**config.mk**
```make
export PLATFORM = sky130hd
export DESIGN_NAME = vram_arbiter
export DESIGN_NICKNAME = d
export VERILOG_FILES = /design/src/rtl/vram_arbiter.sv
export SDC_FILE = /design/constraint.sdc
export NUM_CORES = 1
export LEC_CHECK = 0
export CAP_MARGIN = 25
export CORE_MARGIN = 10
export CORE_UTILIZATION = 40
export DETAILED_ROUTE_END_ITERATION = 8
export GPL_TIMING_DRIVEN = 0
export PLACE_DENSITY_LB_ADDON = 0.12
export SLEW_MARGIN = 20
export SYNTH_ARGS = -nofsm -noshare
export SYNTH_HDL_FRONTEND = slang
export SYNTH_SLANG_ARGS = --single-unit
```
**constraint.sdc**
```tcl
create_clock -name clk -period 3 [get_ports clk]
set_clock_uncertainty 0.15 [all_clocks]
set_input_delay 0.6 -clock clk [delete_from_list [all_inputs] [get_ports clk]]
set_output_delay 0.6 -clock clk [all_outputs]
set_load 0.02 [all_outputs]
```
**src/rtl/vram_arbiter.sv**
```systemverilog
// Arbitrates the single-port VRAM between byte-wide CPU accesses and a video word prefetch
// stream feeding a small show-ahead FIFO; one RAM operation per clock.
module vram_arbiter #(
  parameter int unsigned FIFO_AW = 2,
  parameter int unsigned URGENT  = 1
) (
  input  logic        clk,
  input  logic        rst_n,
  input  logic        cpu_req,
  input  logic        cpu_we,
  input  logic [14:0] cpu_addr,
  input  logic [7:0]  cpu_din,
  output logic [7:0]  cpu_dout,
  output logic        cpu_ack,
  input  logic        vid_start,
  input  logic [13:0] vid_base,
  input  logic [13:0] vid_len,
  output logic        vid_valid,
  output logic [15:0] vid_data,
  input  logic        vid_rd,
  output logic        vid_busy,
  output logic [14:0] ram_addr,
  output logic        ram_we,
  output logic [7:0]  ram_din,
  input  logic [7:0]  ram_dout_byte,
  input  logic [15:0] ram_dout_word
);

  localparam int unsigned Depth = 1 << FIFO_AW;
  localparam int unsigned CntW  = FIFO_AW + 1;
  localparam logic [CntW:0] DepthC  = (CntW + 1)'(Depth);
  localparam logic [CntW:0] UrgentC = (CntW + 1)'(URGENT);

  logic [15:0]        fifo_q [Depth];
  logic [FIFO_AW-1:0] wr_ptr_q, rd_ptr_q;
  logic [CntW-1:0]    count_q;
  logic [13:0]        word_ptr_q, remaining_q;
  logic               vid_inflight_q;
  logic               cpu_ack_q, cpu_rd_q;
  logic [7:0]         cpu_dout_q, ram_din_q;
  logic [14:0]        ram_addr_q;

  logic [CntW:0] credit;
  logic          vid_elig, cpu_elig, urgent, vid_gnt, cpu_gnt, push, pop;

  // Credit counts both buffered words and the word still on its way back from the RAM.
  always_comb begin
    credit   = {1'b0, count_q} + {{CntW{1'b0}}, vid_inflight_q};
    // No video grant in the vid_start cycle: its return would land in the freshly flushed FIFO.
    vid_elig = rst_n && !vid_start && (remaining_q != 14'd0) && (credit < DepthC);
    cpu_elig = rst_n && cpu_req && !cpu_ack_q;
    urgent   = credit <= UrgentC;
    vid_gnt  = vid_elig && (urgent || !cpu_elig);
    cpu_gnt  = cpu_elig && !(vid_elig && urgent);
    push     = vid_inflight_q && !vid_start;
    pop      = vid_rd && (count_q != '0) && !vid_start;
  end

  always_comb begin
    ram_addr = ram_addr_q;
    ram_we   = 1'b0;
    ram_din  = ram_din_q;
    if (vid_gnt) begin
      ram_addr = {word_ptr_q, 1'b0};
    end else if (cpu_gnt) begin
      ram_addr = cpu_addr;
      ram_we   = cpu_we;
      ram_din  = cpu_din;
    end
  end

  assign cpu_ack   = cpu_ack_q;
  assign cpu_dout  = cpu_rd_q ? ram_dout_byte : cpu_dout_q;
  assign vid_valid = count_q != '0;
  assign vid_data  = fifo_q[rd_ptr_q];
  assign vid_busy  = (remaining_q != 14'd0) || vid_inflight_q;

  always_ff @(posedge clk) begin
    if (!rst_n) begin
      for (int i = 0; i < int'(Depth); i++) fifo_q[i] <= '0;
      wr_ptr_q       <= '0;
      rd_ptr_q       <= '0;
      count_q        <= '0;
      word_ptr_q     <= '0;
      remaining_q    <= '0;
      vid_inflight_q <= 1'b0;
      cpu_ack_q      <= 1'b0;
      cpu_rd_q       <= 1'b0;
      cpu_dout_q     <= '0;
      ram_din_q      <= '0;
      ram_addr_q     <= '0;
    end else begin
      cpu_ack_q      <= cpu_gnt;
      cpu_rd_q       <= cpu_gnt && !cpu_we;
      if (cpu_rd_q) cpu_dout_q <= ram_dout_byte;
      ram_addr_q     <= ram_addr;
      ram_din_q      <= ram_din;
      vid_inflight_q <= vid_gnt;
      if (vid_start) begin
        word_ptr_q  <= vid_base;
        remaining_q <= vid_len;
        wr_ptr_q    <= '0;
        rd_ptr_q    <= '0;
        count_q     <= '0;
      end else begin
        if (vid_gnt) begin
          word_ptr_q  <= word_ptr_q + 14'd1;
          remaining_q <= remaining_q - 14'd1;
        end
        if (push) begin
          fifo_q[wr_ptr_q] <= ram_dout_word;
          wr_ptr_q         <= wr_ptr_q + FIFO_AW'(1);
        end
        if (pop) rd_ptr_q <= rd_ptr_q + FIFO_AW'(1);
        if (push && !pop) count_q <= count_q + CntW'(1);
        else if (!push && pop) count_q <= count_q - CntW'(1);
      end
    end
  end

endmodule

```
* Word level (Yosys, flattened, before mapping)
Memory sizes are Yosys's and may differ from the RTL's. A register that Yosys moved wholly into a read port is not among the register bits. Cells that the tools add are included.
Storage, ports and cells: register bits after elaboration 69, bits in writable memories 64, bits of input ports 81, output and inout bits 51, word-level logic and storage cells 74, memories kept 1
Memories:
- fifo_q | depth 4, bits a word 16, read ports 1, clocked after Yosys merged registers in 1, wr ports 4, RTL line 34 | logic [15:0] fifo_q [Depth];
Operators by class: $add $sub $neg 7, order comparisons 2, muxes and demuxes 23, bitwise gates (word level) 1, reductions and logical operators 29
Operators with widths (number):
- two-way mux 14 bit | 4
- two-way mux 15 bit | 2
- two-way mux 8 bit | 3
- two-way mux 16 bit | 1
- OR reduction 16 bit | 1
- adder 14 x 1 -> 14 bit (second input constant) | 1
- logical AND 1 bit | 14
- nonzero test 14 bit | 1
- subtractor 14 x 1 -> 14 bit (second input constant) | 1
- two-way mux 1 bit | 8
- zero test 1 bit | 7
- two-way mux 2 bit | 3
- two-way mux 3 bit | 2
- adder 2 x 1 -> 2 bit (second input constant) | 2
- adder 3 x 1 -> 4 bit | 1
- less-or-equal comparator 4 x 1 -> 1 bit (second input constant) | 1
- less-than comparator 4 x 3 -> 1 bit (second input constant) | 1
- nonzero test 2 bit | 2
- adder 3 x 1 -> 3 bit (second input constant) | 1
- nonzero test 3 bit | 1
- subtractor 3 x 1 -> 3 bit (second input constant) | 1
- logical OR 1 bit | 2
- OR reduction 2 bit | 1
- NOT 1 bit | 1

* Logic depth before layout (Yosys ltp)
depth in word-level cells 9, mapped depth 11, gate-level depth less buffers 9

* Worst setup path before layout
No wires, ideal clock.
path type in2out, start point in vid_start, end point out ram_addr[13], data arrival time 2.312 ns, required time 2.250 ns, path slack -0.062 ns, cell stages on the path 8, path buffers 3, path through buf_2 > nand2b_1 > clkbuf_1 > nor2_1 > a31oi_2 > buf_4 > o21ai_1 > o21ai_0
On the way: cells in the longest elaborated chain, start to end 9, elaborated cells on any way between the ends 10, those cells by class 2 x mux; 8 x reduce/logical
RTL lines:
- start: declaration | RTL line 15 | input logic vid_start,
- zero test 1 bit * | RTL line 50 | vid_elig = rst_n && !vid_start && (remaining_q != 14'd0) && (credit < DepthC);
- logical AND 1 bit * (3 in series) | RTL line 50
- logical AND 1 bit | RTL line 54 | cpu_gnt = cpu_elig && !(vid_elig && urgent);
- zero test 1 bit | RTL line 54
- logical AND 1 bit | RTL line 54
- two-way mux 15 bit | RTL line 65 | end else if (cpu_gnt) begin
- two-way mux 15 bit * | RTL line 63 | if (vid_gnt) begin
- end: declaration | RTL line 22 | output logic [14:0] ram_addr,
Every way passes the cells marked *; elsewhere a longest branch is shown, timed or not.

* Worst setup path after layout
start point reg vid_inflight_q, end point out ram_din[6]
On the way: cells in the longest elaborated chain, start to end 8, elaborated cells on any way between the ends 11, those cells by class 1 x add/sub; 2 x order compare; 2 x mux; 6 x reduce/logical
RTL lines:
- start: declaration | RTL line 38 | logic vid_inflight_q;
- start signal: assignment | RTL line 98 | vid_inflight_q <= vid_gnt;
- adder 3 x 1 -> 4 bit * | RTL line 48 | credit = {1'b0, count_q} + {{CntW{1'b0}}, vid_inflight_q};
- less-than comparator 4 x 3 -> 1 bit | RTL line 50
- logical AND 1 bit | RTL line 50
- logical AND 1 bit | RTL line 54
- zero test 1 bit | RTL line 54
- logical AND 1 bit | RTL line 54
- two-way mux 8 bit | RTL line 65
- two-way mux 8 bit * | RTL line 63
- end: declaration | RTL line 24 | output logic [7:0] ram_din,
Marked as above.

==> flow_summary.yaml <==
outcome:
  status: "complete, but fails checks"
  violations: "negative setup slack"
logic_synthesis:
  syn-num-nets: 661
  ys.flop_type: "dfxtp_1"
  synth_top_area_share_pct: 31.2
  synthesis.area_um2: 6160
  synthArstFlopShare_pct: 0
  syn_inst: 573
  ys_warn_count: 0
  synth_cell_types: 58
  yosysTopAreaCell: "edfxtp_1"
  ys_seq_area_share_pct: 54.3
  yosys-top-cells-area: "edfxtp_1 (31%), dfxtp_1 (23%), mux4_2 (5.9%)"
  synth.avg_cell_area_um2: 10.7
  synth_seq_cells: 135
  synth_edf_count: 64
setup_path:
  critPathKind: "reg -> out"
  crit_path_max_fanout: 5
  crit_arrival_ns: 2.43
  cp-end-kind: "output pin"
  start_kind: "register"
  cp.required_ns: 2.25
routing:
  routed_wl_um: 19000
  firstDrtPassIters: 5
  antenna_left: 0
  routed_via_density: 5.38
  wl_per_cell_um: 19.6
  drt_iter0_drc: 368
  drcViolationCount: 0
  vias: 5223
placed_design:
  postPlaceCellArea_um2: 7770
  dp_slack_ns: -1.44
  hpwlAfterDp_um: 12900
  gp_congestion: 0.847
  io_buffers: 130
power_and_ir_drop:
  power.leakage_uw: 0.00369
  ir_worst_vdd_v: 0.000399
  p_comb_share_pct: 16.2
  power_uw: 5220
  p_seq_share_pct: 40.2
  p_sw_share_pct: 24.8
  p_switching_uw: 1290
  internal_power_uw: 3920
  power_frac_clock_pct: 43.6
  power_density_nw_per_um2: 559
clocking:
  clock_path_buffers: 2
  htree_num_levels: 4
  clkTransAtPathRegs_ns: 0.06
  cts_tree: "built"
  cts_buffers: 17
  clock_sinks: 135
  cts_root_buffer: "clkbuf_16"
  clock_latency_ns: 0.43
global_routing:
  grt_max_degree: 17
  grt_pass1_vias: 5416
  antenna_found_initial: 1
  grtUsageTotal_pct: 19.0
  grt_first_pass_wirelength_um: 30100
  gr-total-overflow: 0
layout:
  layout_common_cells: "clkdlybuf4s50_1 (103), nor2_1 (66), dfxtp_1 (64), edfxtp_1 (64), nand2_1 (36)"
  final_nets: 857
  drive_gt1_share_pct: 28.1
  final_common_cell: "clkdlybuf4s50_1"
  area_growth_pct: 51.6
  fin_area_um2: 9340
sta:
  fin_ws_ns: -0.185
  post-route-period-util_pct: 106
  max_freq_ghz: 0.314
  fin_crit_ns: 3.18
  slew_violations: 0
  setup-violations-final: 24
  holdWs_ns: 0.363
  slew_headroom_pct: 43.4
  hold_viol_final: 0
  worstMarginPinSlew_ns: 0.841
  rsz0062_at_grt: "yes"
die:
  dieHeight_um: 144
  die-width_um: 144
  io_pins: 132
  rows: 45
  start_util_pct: 40.7
  fp.dieArea_um2: 20800
  coreArea_um2: 15100
flow_run:
  maxCapViolCount: 0
min_path:
  hp-class: "reg -> reg"
==> final timing paths <==
check | start | endpoint | slack [ns] | cells past startpoint
setup / recovery | vid_inflight_q | ram_din[6] | -0.18 | 9
hold / removal | word_ptr_q[13] | ram_addr_q[14] | 0.36 | 2
setup reg to reg | cpu_ack | word_ptr_q[9] | 0.29 | 12
hold reg to reg | word_ptr_q[13] | ram_addr_q[14] | 0.36 | 2
==> state kept, by name, summed over array words and instances, names as in the netlist, named ones only <==
| register | cells |
|---|---|
| wr_ptr_q | 2 |
| ram_addr_q | 15 |
| cpu_dout_q | 8 |
| fifo_q | 64 |
| count_q | 3 |
| ram_din_q | 8 |
| word_ptr_q | 14 |
| remaining_q | 14 |
| rd_ptr_q | 2 |
| vid_inflight_q | 1 |
| cpu_rd_q | 1 |
| cpu_ack | 1 |
==> per-layer routing <==
layer / vias up / global-route usage (%) / share of wire [%]
li1: 2486 / - / -
met2: 174 / 32.4 / 51
met1: 2528 / 22.1 / 40
met4: 0 / 7.36 / 2.5
met3: 35 / 5.28 / 6.3
met5: - / 0 / 0
==> worst max-delay path, cell delays in order (launching register included) <==
cell and delay [ns]:
dfxtp_4 0.35, ha_4 0.16, ha_4 0.17, a21boi_4 0.15, a21o_4 0.23, a31oi_4 0.22
buf_8 0.18, buf_12 0.11, mux2_4 0.30, buf_6 0.13
==> final cells by class <==
cell class	instances	area [um2]
clock buffer	18	429
fill	1198	5810
inverter	28	110
antenna	1	2.50
sequential	135	3360
tap	188	235
buffer	35	248
clock inverter	14	205
timing repair buffer	180	1830
multi-input combinational	372	2910
==> cell families (layout without fill, tap and decap cells) <==
kind of cell,count (synthesis),after routing,synth area share [%]
buffers and inverters,66,275,4.31
and+or+nand+nor,215,215,16.8
DFF,135,135,54.3
adders and majority gates,7,7,1.54
xor gates and xnor gates,11,11,1.56
AOI/OAI and AO/OA,104,104,12.2
muxes,35,35,9.28
other,0,1,0
==> power by group through the flow <==
stage	sequential (uW)	clock, uW	combinational [uW]
after floorplan	2100	0	353
after global placement	2120	0	655
after detailed placement	2120	0	674
after CTS	2090	2300	810
after global routing	2110	2380	903
final	2100	2280	843
==> synth_stat cells, drive strengths merged (4+ instances only) <==
cell     n
o31ai    7
o21ai   24
nand2b   4
mux4    16
nor4     8
buf      9
xnor2    5
ha       6
nand4    7
a311oi   8
mux2    17
a31oi    7
nand3    9
nor3    11
xor2     6
a21oi   23
inv     27
dfxtp   71
o221ai  14
nand2   59
or3      4
and2    24
clkbuf  29
and3     5
edfxtp  64
nor2    67
or4      5
==> through the flow <==
| stage | std cells | utilization (%) | TNS [ns] |
|---|---|---|---|
| floorplan | 573 | - | -0.797 |
| global placement | 891 | 50.8 | -144.11 |
| detailed placement | 895 | 51.3 | -52.99 |
| CTS | 965 | 60.4 | -2.78 |
| global route | 971 | 61.6 | -5.83 |
| finish | 971 | 61.6 | -3.10 |
==> repair_timing <==
item / 4_1_cts / 5_1_grt
gates cloned: 5 / 0
resized for setup: 248 / 33
pin swaps: 17 / 12
endpoints found under the setup margin: 54 / 47
hold buffers: 0 / 0
buffers inserted: 36 / 5
No activity file was read; power rests on OpenSTA's default activity.
